===== src/rtl/video_timing_gen.sv =====
// Raster timing generator: sync pulses, data enable, pixel coordinates, line/frame strobes and early fetch request.
// Define VIDEO_TIMING_TEST_PATTERN_EN to add the 12-bit colour-bar output rgb.
module video_timing_gen #(
   parameter int H_ACTIVE  = 640,
   parameter int H_FP      = 16,
   parameter int H_SYNC    = 96,
   parameter int H_BP      = 48,
   parameter int V_ACTIVE  = 480,
   parameter int V_FP      = 10,
   parameter int V_SYNC    = 2,
   parameter int V_BP      = 33,
   parameter int CNT_WIDTH = 10,
   parameter bit SYNC_POL  = 1'b0
) (
   input  logic                 clock_in,
   input  logic                 reset,
   input  logic                 enable,
   output logic                 hsync,
   output logic                 vsync,
   output logic                 active,
   output logic [CNT_WIDTH-1:0] pos_x,
   output logic [CNT_WIDTH-1:0] pos_y,
   output logic                 line_start,
   output logic                 frame_start,
   output logic                 fetch_req
`ifdef VIDEO_TIMING_TEST_PATTERN_EN
   ,
   output logic [11:0]          rgb
`endif
);

   localparam int H_TOTAL  = H_ACTIVE + H_FP + H_SYNC + H_BP;
   localparam int V_TOTAL  = V_ACTIVE + V_FP + V_SYNC + V_BP;
   localparam int HS_START = H_ACTIVE + H_FP;
   localparam int HS_END   = H_ACTIVE + H_FP + H_SYNC;
   localparam int VS_START = V_ACTIVE + V_FP;
   localparam int VS_END   = V_ACTIVE + V_FP + V_SYNC;
   localparam int BAR_W    = (H_ACTIVE / 8 > 0) ? H_ACTIVE / 8 : 1;

   localparam logic [CNT_WIDTH-1:0] H_LAST = CNT_WIDTH'(H_TOTAL - 1);
   localparam logic [CNT_WIDTH-1:0] V_LAST = CNT_WIDTH'(V_TOTAL - 1);

   logic [CNT_WIDTH-1:0] next_x;
   logic [CNT_WIDTH-1:0] next_y;
   logic [CNT_WIDTH-1:0] after_x;
   logic [CNT_WIDTH-1:0] after_y;
   logic                 next_active;
   logic                 next_hsync_on;
   logic                 next_vsync_on;

   function automatic logic in_visible(input logic [CNT_WIDTH-1:0] x,
                                       input logic [CNT_WIDTH-1:0] y);
      return (int'(x) < H_ACTIVE) && (int'(y) < V_ACTIVE);
   endfunction

   // Decode the position about to be entered (next) and the one after it (after),
   // so every registered output lines up with the coordinates it is shown with.
   always_comb begin
      next_x  = (pos_x == H_LAST) ? '0 : pos_x + 1'b1;
      next_y  = pos_y;
      if (pos_x == H_LAST) begin
         next_y = (pos_y == V_LAST) ? '0 : pos_y + 1'b1;
      end
      after_x = (next_x == H_LAST) ? '0 : next_x + 1'b1;
      after_y = next_y;
      if (next_x == H_LAST) begin
         after_y = (next_y == V_LAST) ? '0 : next_y + 1'b1;
      end
      next_active   = in_visible(next_x, next_y);
      next_hsync_on = (int'(next_x) >= HS_START) && (int'(next_x) < HS_END);
      next_vsync_on = (int'(next_y) >= VS_START) && (int'(next_y) < VS_END);
   end

   always_ff @(posedge clock_in) begin
      if (reset) begin
         pos_x       <= H_LAST;
         pos_y       <= V_LAST;
         hsync       <= ~SYNC_POL;
         vsync       <= ~SYNC_POL;
         active      <= 1'b0;
         line_start  <= 1'b0;
         frame_start <= 1'b0;
         fetch_req   <= 1'b0;
      end else if (enable) begin
         pos_x       <= next_x;
         pos_y       <= next_y;
         hsync       <= next_hsync_on ? SYNC_POL : ~SYNC_POL;
         vsync       <= next_vsync_on ? SYNC_POL : ~SYNC_POL;
         active      <= next_active;
         line_start  <= (next_x == '0);
         frame_start <= (next_x == '0) && (next_y == '0);
         fetch_req   <= in_visible(after_x, after_y);
      end
   end

`ifdef VIDEO_TIMING_TEST_PATTERN_EN
   logic [11:0] next_rgb;

   // Eight equal-width bars across the visible width; black outside the visible area.
   always_comb begin
      next_rgb = 12'h000;
      if (next_active) begin
         case (int'(next_x) / BAR_W)
            0:       next_rgb = 12'hFFF;
            1:       next_rgb = 12'hFF0;
            2:       next_rgb = 12'h0FF;
            3:       next_rgb = 12'h0F0;
            4:       next_rgb = 12'hF0F;
            5:       next_rgb = 12'hF00;
            6:       next_rgb = 12'h00F;
            default: next_rgb = 12'h000;
         endcase
      end
   end

   always_ff @(posedge clock_in) begin
      if (reset) begin
         rgb <= 12'h000;
      end else if (enable) begin
         rgb <= next_rgb;
      end
   end
`endif

endmodule


===== config.mk =====
export PLATFORM = sky130hd
export DESIGN_NAME = video_timing_gen
export DESIGN_NICKNAME = d
export VERILOG_FILES = /design/src/rtl/video_timing_gen.sv
export SDC_FILE = /design/constraint.sdc
export NUM_CORES = 1
export LEC_CHECK = 0
export ABC_AREA = 0
export CORE_AREA = 2 2 94 69
export DETAILED_ROUTE_END_ITERATION = 7
export DIE_AREA = 0 0 96 71
export HOLD_SLACK_MARGIN = 0.03
export PLACE_DENSITY_LB_ADDON = 0.12
export SLEW_MARGIN = 20
export SYNTH_ARGS = -nofsm -noshare
export SYNTH_HDL_FRONTEND = slang
export SYNTH_SLANG_ARGS = --single-unit

===== constraint.sdc =====
create_clock -name clock_in -period 2.7 [get_ports clock_in]
set_input_delay 0.27 -clock clock_in [delete_from_list [all_inputs] [get_ports clock_in]]
set_output_delay 0.27 -clock clock_in [all_outputs]
set_load 0.02 [all_outputs]

==> results.md, run 1 <==
- Status: completed
- Ys flop type: dfxtp_1
- Synth Net Count: 277
- Comb pwr share: 41.6%
- Router iterations before antenna repair: 4
- GPL Wtd Cong: 0.973
- Critical setup path kind: flop to flop
- First-pass GRT wire length: 9850 um
- Post-synth EDFFs: 0
- Row count: 24
- Count of final hold-check violations: 0
- Sw power: 0.468 mW
- Crit end category: flop
- Fin Hold WS: 0.470 ns
- Register area: 522 um2
- Worst Path Max Fanout: 7
- Footprint of the multi-input gates: 1350 um2
- CP Buf/Inv Count: 0
- Max-capacitance violation count: 0
- DP HPWL: 4540 um
- Yosys warns: 0
- Core box area: 5980 um2
- Seq/Total Area, Yosys: 26.1%
- Hold_buf cts: 0
- Flop pwr share: 36.5%
- Clock power share: 21.9%
- Switching Fraction: 38.9%
- CTS sink cnt: 26
- Slew HR: 64.0%
- Worst slack, placed: 0.123 ns
- Tmin final: 2.51 ns
- DR DRC count: 0
- Top cells by area, synth: dfxtp_1, nand2_1, nor2_1
- Crit share post-route: 93.0%
- CP cell instances: ha_1 -> and2_1 -> nand3_1 -> a211oi_1 -> o2111ai_1 -> nor4_1 -> a21oi_1 -> a211oi_2
- Final Non-Filler Cells: 379
- R2R depth: 8
- Diode count: 0
- Post-synthesis cell area: 1990 um2
- Placed cells: 375
- Hold Startpoint: frame_start
- Leading area contributor after synthesis: dfxtp_1
- Hold Path End: frame_start
- Crit-path max cell delay: 0.45 ns
- Slowest stage cell, crit path: dfxtp_1
- CTS Root Cell: clkbuf_8
- Startpoint Class: flop
- Layout Area Growth over Synthesis: 25.2%
- Reg2reg setup slack: 0.19 ns
- Starting Density: 33.4%
- Vias per cell: 5.64
- Initial antenna violation count: 0
- Final setup viols: 0
- Synth top area share: 26.1%
- Hold Path Stages: 2
- Fillers: 621
- Vert. Die Dim: 71 um
- Post-Syn Instances: 270
- WP data arrival: 2.71 ns
- Area after DPL: 2430 um2
- Largest net degree at the start of global routing: 22
- Cts bufs inserted: 3
- CP top delay family: compound AO/OA/AOI/OAI gates
- Worst vdd ir: 190 uV
- Leakage: 0.890 nW
- CTS tree: yes
- Clock buffer depth: 2
- WL per Instance: 16.1 um
- Setup TNS: 0 ns
- Final antenna-violating net count: 0
- Critical R2R Launch: pos_x[1]
- RSZ-0062 raised after global routing: no
- Worst-path clk slew: 0.10 ns
- Critical path origin: pos_x[1]
- FF-to-FF End: fetch_req
- Power per cell area: 483 nW/um2
- Initial DRC Count: 149
- Synthesized area per cell: 7.39 um2
- Chip width: 96 um
- #FFs+latches synth: 26
- Worst-Skew Late Latency: 0.27 ns
- Nets@finish: 309
- Clock skew: 0.00475 ns
- Worst Max-Slew Pin Slew: 0.539 ns
- Grt total ovfl: 0
- Vias: 2139
- H-tree levels: 1
- Internal: 0.737 mW
- Slew Limit Fails: 0
- Finished Cell Area: 2500 um2
- Die footprint: 6820 um2
- Max frequency: 0.398 GHz
- WL final: 6090 um
- Port Buffers: 28
- Worst hold path class: flop to flop
- Layout cells sized above 1: 13.6%
- Worst Path Required: 2.90 ns
- Synth unique cells: 62
- Ys async rst share: 0%
- Worst setup margin: 0.188 ns
- GRT Total Usage: 18.4%
- Vias in the first global route: 1840
- Ports: 29
## power by group through the flow
stage / Sequential [mW] / Clock (mW) / Combinational (mW)
2_1_floorplan: 0.467 / 0 / 0.301
3_3_place_gp: 0.448 / 0 / 0.494
3_5_place_dp: 0.448 / 0 / 0.488
4_1_cts: 0.439 / 0.275 / 0.491
5_1_grt: 0.444 / 0.289 / 0.547
6_report: 0.440 / 0.263 / 0.502
## tightest hold or removal path, cell delays in order, from the launching register on
cell and delay, ns:
dfxtp_1 0.32, nand2_1 0.06, a21oi_1 0.05
## stage by stage
step / power (mW) / util (%)
2_1_floorplan: 0.768 / -
3_3_place_gp: 0.942 / 40.6
3_5_place_dp: 0.936 / 40.6
4_1_cts: 1.20 / 41.5
5_1_grt: 1.28 / 41.8
6_report: 1.20 / 41.8
## routing by layer
metal  vias to the layer above  global-route usage, %  wire length, um
met1                       998                   30.3             3260
met2                        87                   24.1             2380
li1                       1052                      -                -
met4                         0                   2.70               27
met3                         2                   4.05              418
met5                         -                      0                0
## cells in the mapped netlist, types with 3 or more instances
master	instances
o31ai_1	4
nor3_1	13
xnor2_1	7
nand2_1	30
ha_1	4
a31oi_1	4
a21oi_1	16
clkbuf_1	8
xor2_1	6
and3_1	6
nand4b_1	4
buf_2	7
nor4_1	3
nand4_1	8
nand3_1	13
o21ai_0	13
or3_1	4
o211ai_1	4
nor2_1	28
dfxtp_1	26
inv_1	8
## registers in the layout, indices dropped and copies added, names as in the netlist
name	cells
active	1
fetch_req	1
frame_start	1
hsync	1
line_start	1
pos_x	10
pos_y	10
vsync	1
## cell families after synthesis
| family | count (synthesis) | share of synthesized area (%) |
|---|---|---|
| buffers and inverters | 30 | 6.90 |
| adder cells (fa/ha/maj) | 4 | 2.51 |
| XOR/XNOR | 14 | 6.52 |
| AND/OR/NAND/NOR | 135 | 37.5 |
| flip-flops | 26 | 26.1 |
| AO/OA/AOI/OAI | 61 | 20.5 |
## cells in the final DEF, fill, tap and decap left out, types with 4 or more instances in the layout
| cell | netlist | final |
|---|---|---|
| nand2_1 | 30 | 30 |
| nor2_1 | 28 | 28 |
| clkdlybuf4s50_1 | 0 | 28 |
| dfxtp_1 | 26 | 25 |
| buf_4 | 2 | 18 |
| a21oi_1 | 16 | 16 |
| nand3_1 | 13 | 13 |
| nor3_1 | 13 | 13 |
| o21ai_0 | 13 | 12 |
| inv_1 | 8 | 8 |
| nand4_1 | 8 | 8 |
| xnor2_1 | 7 | 7 |
| and3_1 | 6 | 6 |
| xor2_1 | 6 | 6 |
| nand4b_1 | 4 | 4 |
| a31oi_1 | 4 | 4 |
| o31ai_1 | 4 | 4 |
| or3_1 | 4 | 4 |
| nor4_2 | 2 | 4 |
| o211ai_1 | 4 | 4 |
| ha_1 | 4 | 4 |
| clkbuf_8 | 0 | 4 |
## how the worst max path moves through the flow
| stage | endpoint | depth (start not counted) | slack, ns |
|---|---|---|---|
| floorplan | fetch_req | 10 | 0.16 |
| global placement | fetch_req | 9 | 0.13 |
| detailed placement | fetch_req | 9 | 0.12 |
| CTS | fetch_req | 9 | 0.1 |
| global route | frame_start | 9 | 0.01 |
| finish | fetch_req | 8 | 0.19 |
## layout make-up
cell class | count | share of cell area (%)
Sequential cell | 26 | 20.9
Inverter | 10 | 1.50
Clock buffer | 4 | 2.21
Tap cell | 78 | 3.91
Timing Repair Buffer | 47 | 17.4
Multi-Input combinational cell | 214 | 54.0
## repair_timing
item                       4_1_cts  5_1_grt
resized for setup                0        4
setup buffers                    0        0
setup endpoints to repair        0        2
No activity file was read; power rests on OpenSTA's default activity.
==> inputs of run 2 (changes only) <==
CELL_PAD_IN_SITES_DETAIL_PLACEMENT = 1   (was unset)
CELL_PAD_IN_SITES_GLOBAL_PLACEMENT = 1   (was unset)
GPL_ROUTABILITY_DRIVEN = 0   (was unset)
==> run 2 against run 1 <==
Effect of this change:
- clock skew is 0.00067 ns higher
- sequential power is essentially flat
- critical path depth did not move
- routed wire length rose by 12%
- combinational power about the same
- die area unchanged
- count of clock-buffer cells in the layout is 1 lower
- via count fell by 0.56%
- global-route usage up 2.6 points
- critical endpoint unchanged
- largest power group unchanged
==> results.md, run 2 (synthesized netlist as in run 1, its figures left out) <==
- Worst Path Required: 2.91 ns (was 2.90 ns)
- Initial antenna violation count: 0 (unchanged)
- Final setup viols: 0 (unchanged)
- Worst vdd ir: 195 uV (was 190 uV)
- Diode count: 0 (unchanged)
- Register area: 522 um2 (unchanged)
- CTS tree: yes (unchanged)
- Final Core Density: 42.0% (was 41.8%)
- Worst hold path class: flop to flop (unchanged)
- Worst Max-Slew Pin Slew: 0.533 ns (was 0.539 ns)
- Worst Path Max Fanout: 7 (unchanged)
- Worst-path clk slew: 0.10 ns (about the same)
- Clock skew: 0.00542 ns (was 0.00475 ns)
- Layout cells sized above 1: 14.6% (was 13.6%)
- Row count: 24 (unchanged)
- Layout Area Growth over Synthesis: 25.8% (was 25.2%)
- Commonest non-fill, non-tap cells in the layout: nand2_1, nor2_1, clkdlybuf4s50_1 (unchanged)
- Largest net degree at the start of global routing: 18 (was 22)
- DP HPWL: 5230 um (was 4540 um)
- Footprint of the multi-input gates: 1360 um2 (was 1350 um2)
- Power per cell area: 513 nW/um2 (was 483 nW/um2)
- Initial DRC Count: 137 (was 149)
- Top Registers: pos_x (10), pos_y (10) (unchanged)
- H-tree levels: 1 (unchanged)
- Die footprint: 6820 um2 (unchanged)
- Total power: 1.29 mW (was 1.20 mW)
- Crit share post-route: 95.0% (was 93.0%)
- Status: completed (unchanged)
- Finished Cell Area: 2510 um2 (was 2500 um2)
- DR DRC count: 0 (unchanged)
- Hold Path Stages: 2 (unchanged)
- Cts bufs inserted: 3 (unchanged)
- CTS Root Cell: clkbuf_8 (unchanged)
- Nets@finish: 309 (unchanged)
- Tmin final: 2.57 ns (was 2.51 ns)
- Starting Density: 33.4% (unchanged)
- Clock buffer depth: 2 (unchanged)
- RSZ-0062 raised after global routing: no (unchanged)
- Critical setup path kind: flop to flop (unchanged)
- WP data arrival: 2.78 ns (was 2.71 ns)
- Crit end category: flop (unchanged)
- Slew Limit Fails: 0 (unchanged)
- Count of final hold-check violations: 0 (unchanged)
- CTS sink cnt: 26 (unchanged)
- Commonest non-fill, non-tap cell in the layout: nand2_1 (unchanged)
- Area after DPL: 2410 um2 (was 2430 um2)
- Worst-Skew Late Latency: 0.28 ns (was 0.27 ns)
- Grt total ovfl: 0 (unchanged)
- Chip width: 96 um (unchanged)
- Max-capacitance violation count: 0 (unchanged)
- Slew HR: 64.4% (was 64.0%)
- Vias in the first global route: 2056 (was 1840)
- R2R depth: 8 (unchanged)
- Fillers: 747 (was 621)
- Startpoint Class: flop (unchanged)
- Leakage: 0.894 nW (was 0.890 nW)
- Core box area: 5980 um2 (unchanged)
- Ports: 29 (unchanged)
- WL final: 6800 um (was 6090 um)
- Vert. Die Dim: 71 um (unchanged)
- GRT Total Usage: 21.0% (was 18.4%)
- Vias per cell: 5.61 (was 5.64)
- Vias: 2127 (was 2139)
- Router iterations before antenna repair: 4 (unchanged)
- Setup TNS: 0 ns (unchanged)
- Max frequency: 0.390 GHz (was 0.398 GHz)
- Final antenna-violating net count: 0 (unchanged)
- WL per Instance: 17.9 um (was 16.1 um)
- Port Buffers: 28 (unchanged)
- First-pass GRT wire length: 11100 um (was 9850 um)
==> run 2: repair_timing <==
| action | CTS | global route |
|---|---|---|
| setup endpoints to repair | 0 | 2 |
| hold buffers | 0 | 0 |
| resized for setup | 0 | 7 |
| setup buffers | 0 | 0 |
==> run 2: path summary, 6_finish.rpt <==
path,slack (ns),end,from
worst max register to register,0.13,fetch_req,pos_y[1]
worst max-delay path,0.13,fetch_req,pos_y[1]
worst min-delay path,0.48,active,active
worst min register to register,0.48,active,active
==> run 2: final cells by class <==
type | instances | area share [%]
clock buffer | 3 | 1.65
clock inverter | 1 | 1.20
inverter | 10 | 1.50
multi-input combinational | 214 | 54.1
sequential | 26 | 20.8
tap | 78 | 3.89
timing repair buffer | 47 | 16.9
==> run 2: metal layers <==
layer	track usage, %	vias up	share of wire [%]
met5	0	-	0
met3	3.30	5	4.4
met4	2.86	0	0.50
met1	35.1	1029	56
li1	-	1046	-
met2	28.1	47	39
==> run 2: critical path: stages, from the launching register on <==
cell	delay [ns]
dfxtp_1	0.48
ha_2	0.28
and4bb_1	0.28
and4_4	0.26
xnor2_2	0.12
or4b_1	0.47
a211oi_2	0.25
nand3_1	0.13
a211oi_2	0.22
==> run 2: report_power, final <==
| part | internal, mW | switching [mW] |
|---|---|---|
| logic | 0.192 | 0.312 |
| registers | 0.407 | 0.0353 |
| clock network | 0.199 | 0.143 |
| total | 0.797 | 0.490 |
==> run 2: stage by stage <==
step | std cells | worst slack (ns) | hold WS [ns]
6_report | 379 | 0.135 | 0.478
4_1_cts | 379 | 0.117 | 0.480
3_5_place_dp | 375 | 0.166 | 0.463
3_3_place_gp | 375 | 0.166 | 0.452
2_1_floorplan | 270 | 0.164 | 0.396
5_1_grt | 379 | 0.000629 | 0.514
==> inputs of run 3 (changes only) <==
CTS_BUF_LIST = sky130_fd_sc_hd__clkbuf_8   (was unset)
==> results of run 3 <==
The final DEF is identical to that of run 2; final timing and power are the same.
==> patch (settings of run 2) <==
Register the output `pos_x` once more, cleared by the reset; this adds one clock of latency there. The other outputs are not delayed to match.
--- a/src/rtl/video_timing_gen.sv
+++ b/src/rtl/video_timing_gen.sv
@@ -41,4 +41,6 @@
    localparam logic [CNT_WIDTH-1:0] V_LAST = CNT_WIDTH'(V_TOTAL - 1);
 
+   logic [CNT_WIDTH-1:0] pos_x_s0;
+
    logic [CNT_WIDTH-1:0] next_x;
    logic [CNT_WIDTH-1:0] next_y;
@@ -57,7 +59,7 @@
    // so every registered output lines up with the coordinates it is shown with.
    always_comb begin
-      next_x  = (pos_x == H_LAST) ? '0 : pos_x + 1'b1;
+      next_x  = (pos_x_s0 == H_LAST) ? '0 : pos_x_s0 + 1'b1;
       next_y  = pos_y;
-      if (pos_x == H_LAST) begin
+      if (pos_x_s0 == H_LAST) begin
          next_y = (pos_y == V_LAST) ? '0 : pos_y + 1'b1;
       end
@@ -74,5 +76,5 @@
    always_ff @(posedge clock_in) begin
       if (reset) begin
-         pos_x       <= H_LAST;
+         pos_x_s0    <= H_LAST;
          pos_y       <= V_LAST;
          hsync       <= ~SYNC_POL;
@@ -83,5 +85,5 @@
          fetch_req   <= 1'b0;
       end else if (enable) begin
-         pos_x       <= next_x;
+         pos_x_s0    <= next_x;
          pos_y       <= next_y;
          hsync       <= next_hsync_on ? SYNC_POL : ~SYNC_POL;
@@ -123,4 +125,12 @@
 `endif
 
+   always_ff @(posedge clock_in) begin
+      if (reset) begin
+         pos_x <= '0;
+      end else begin
+         pos_x <= pos_x_s0;
+      end
+   end
+
 endmodule
 
Check against the original RTL: not equivalent (a bounded check fails within 4 cycles, from zero or initial values and one cycle with reset high).
==> patch against run 2 <==
Worst hold slack improved by 0.0056 ns. Setup slack got worse by 0.020 ns. Wire length rose by 13%. Global-route usage rose by 3.2 points. Combinational power rose by 52%. Area after synthesis rose by 20%. Count of clock-buffer cells in the layout rose by 2. Total power rose by 39%. Cell area rose by 22%. Core utilization rose by 9.2 points. Sequential cell count rose by 10. Critical path type unchanged.
==> patch: results <==
{
  "grt_max_degree": 20,
  "htree_levels": 2,
  "nFillCells": 725,
  "yosysUniqueCellTypes": 66,
  "wl_met1_um": 3950,
  "area_share_nonclk_buffers": 0.175,
  "comb_power_mw": 0.765,
  "multiInputGateArea_sq_um": 1580,
  "first_iter_violations": 188,
  "worstMarginPinSlew_ns": 0.764,
  "clkLatencyLatePin_ns": 0.30,
  "cp_max_fo": 8,
  "use_met3": 0.0394,
  "reg2regPathDepth": 10,
  "signal_buffers": 62,
  "synth_commonest_cells": "dfxtp_1, nor2_1, nand2_1",
  "rrSetupSlack_ns": 0.11,
  "crit_start": "pos_x_s0[0]",
  "grt_pass1_vias": 2418,
  "wire_per_inst_um": 18.0,
  "hpwl_um": 5570,
  "p_seq_mw": 0.625,
  "ys_top_cells_by_area": "dfxtp_1, nor2_1, nand2_1",
  "worstHoldStart": "frame_start",
  "cpLargestDelayFamily": "compound AO/OA/AOI/OAI gates",
  "dr_wl_met3_um": 361,
  "mappedNetlistNets": 311,
  "power_leakage_nw": 1.15,
  "outcome": "complete, no violations",
  "timing.fmax_ghz": 0.387,
  "grt_pass1_wl_um": 12700,
  "placed_area_sq_um": 2880,
  "gr-usage-all-layers": 0.242,
  "inv_count": 9,
  "nets": 354,
  "max-vdd-ir-drop_mv": 0.253,
  "crit_path_max_incr_delay_ns": 0.39,
  "sh_seq_area": 0.238,
  "area_growth_syn_to_layout_pct": 27.8,
  "via_count": 2444,
  "grt_use_met2": 0.343,
  "slowest_stage": "or3b_1",
  "grt_use_met1": 0.379
}
## patch: cells by family (layout without fill, tap and decap cells)
group	count (synthesis)	after routing	share of synthesized area
AO/OA/AOI/OAI	70	70	0.206
buffers and inverters	35	79	0.0675
XOR/XNOR	17	17	0.0622
adder cells (fa/ha/maj)	4	4	0.0209
AND/OR/NAND/NOR	139	139	0.329
flip-flops	36	36	0.301
multiplexers	3	3	0.0131
## patch: repair_timing
item,in CTS,in global routing
pin swaps,0,3
resized for setup,3,14
endpoints found under the setup margin,1,3
setup buffers,0,3
## patch: metrics by stage
stage	cells	TNS, ns	setup slack, ns	power (mW)
after floorplan	304	0	0.0411	1.09
after global placement	415	-0.0129	-0.0129	1.32
after detailed placement	415	-0.0234	-0.0234	1.33
after CTS	423	0	0.0121	1.75
after global routing	426	0	0.00764	1.89
final	426	0	0.115	1.79
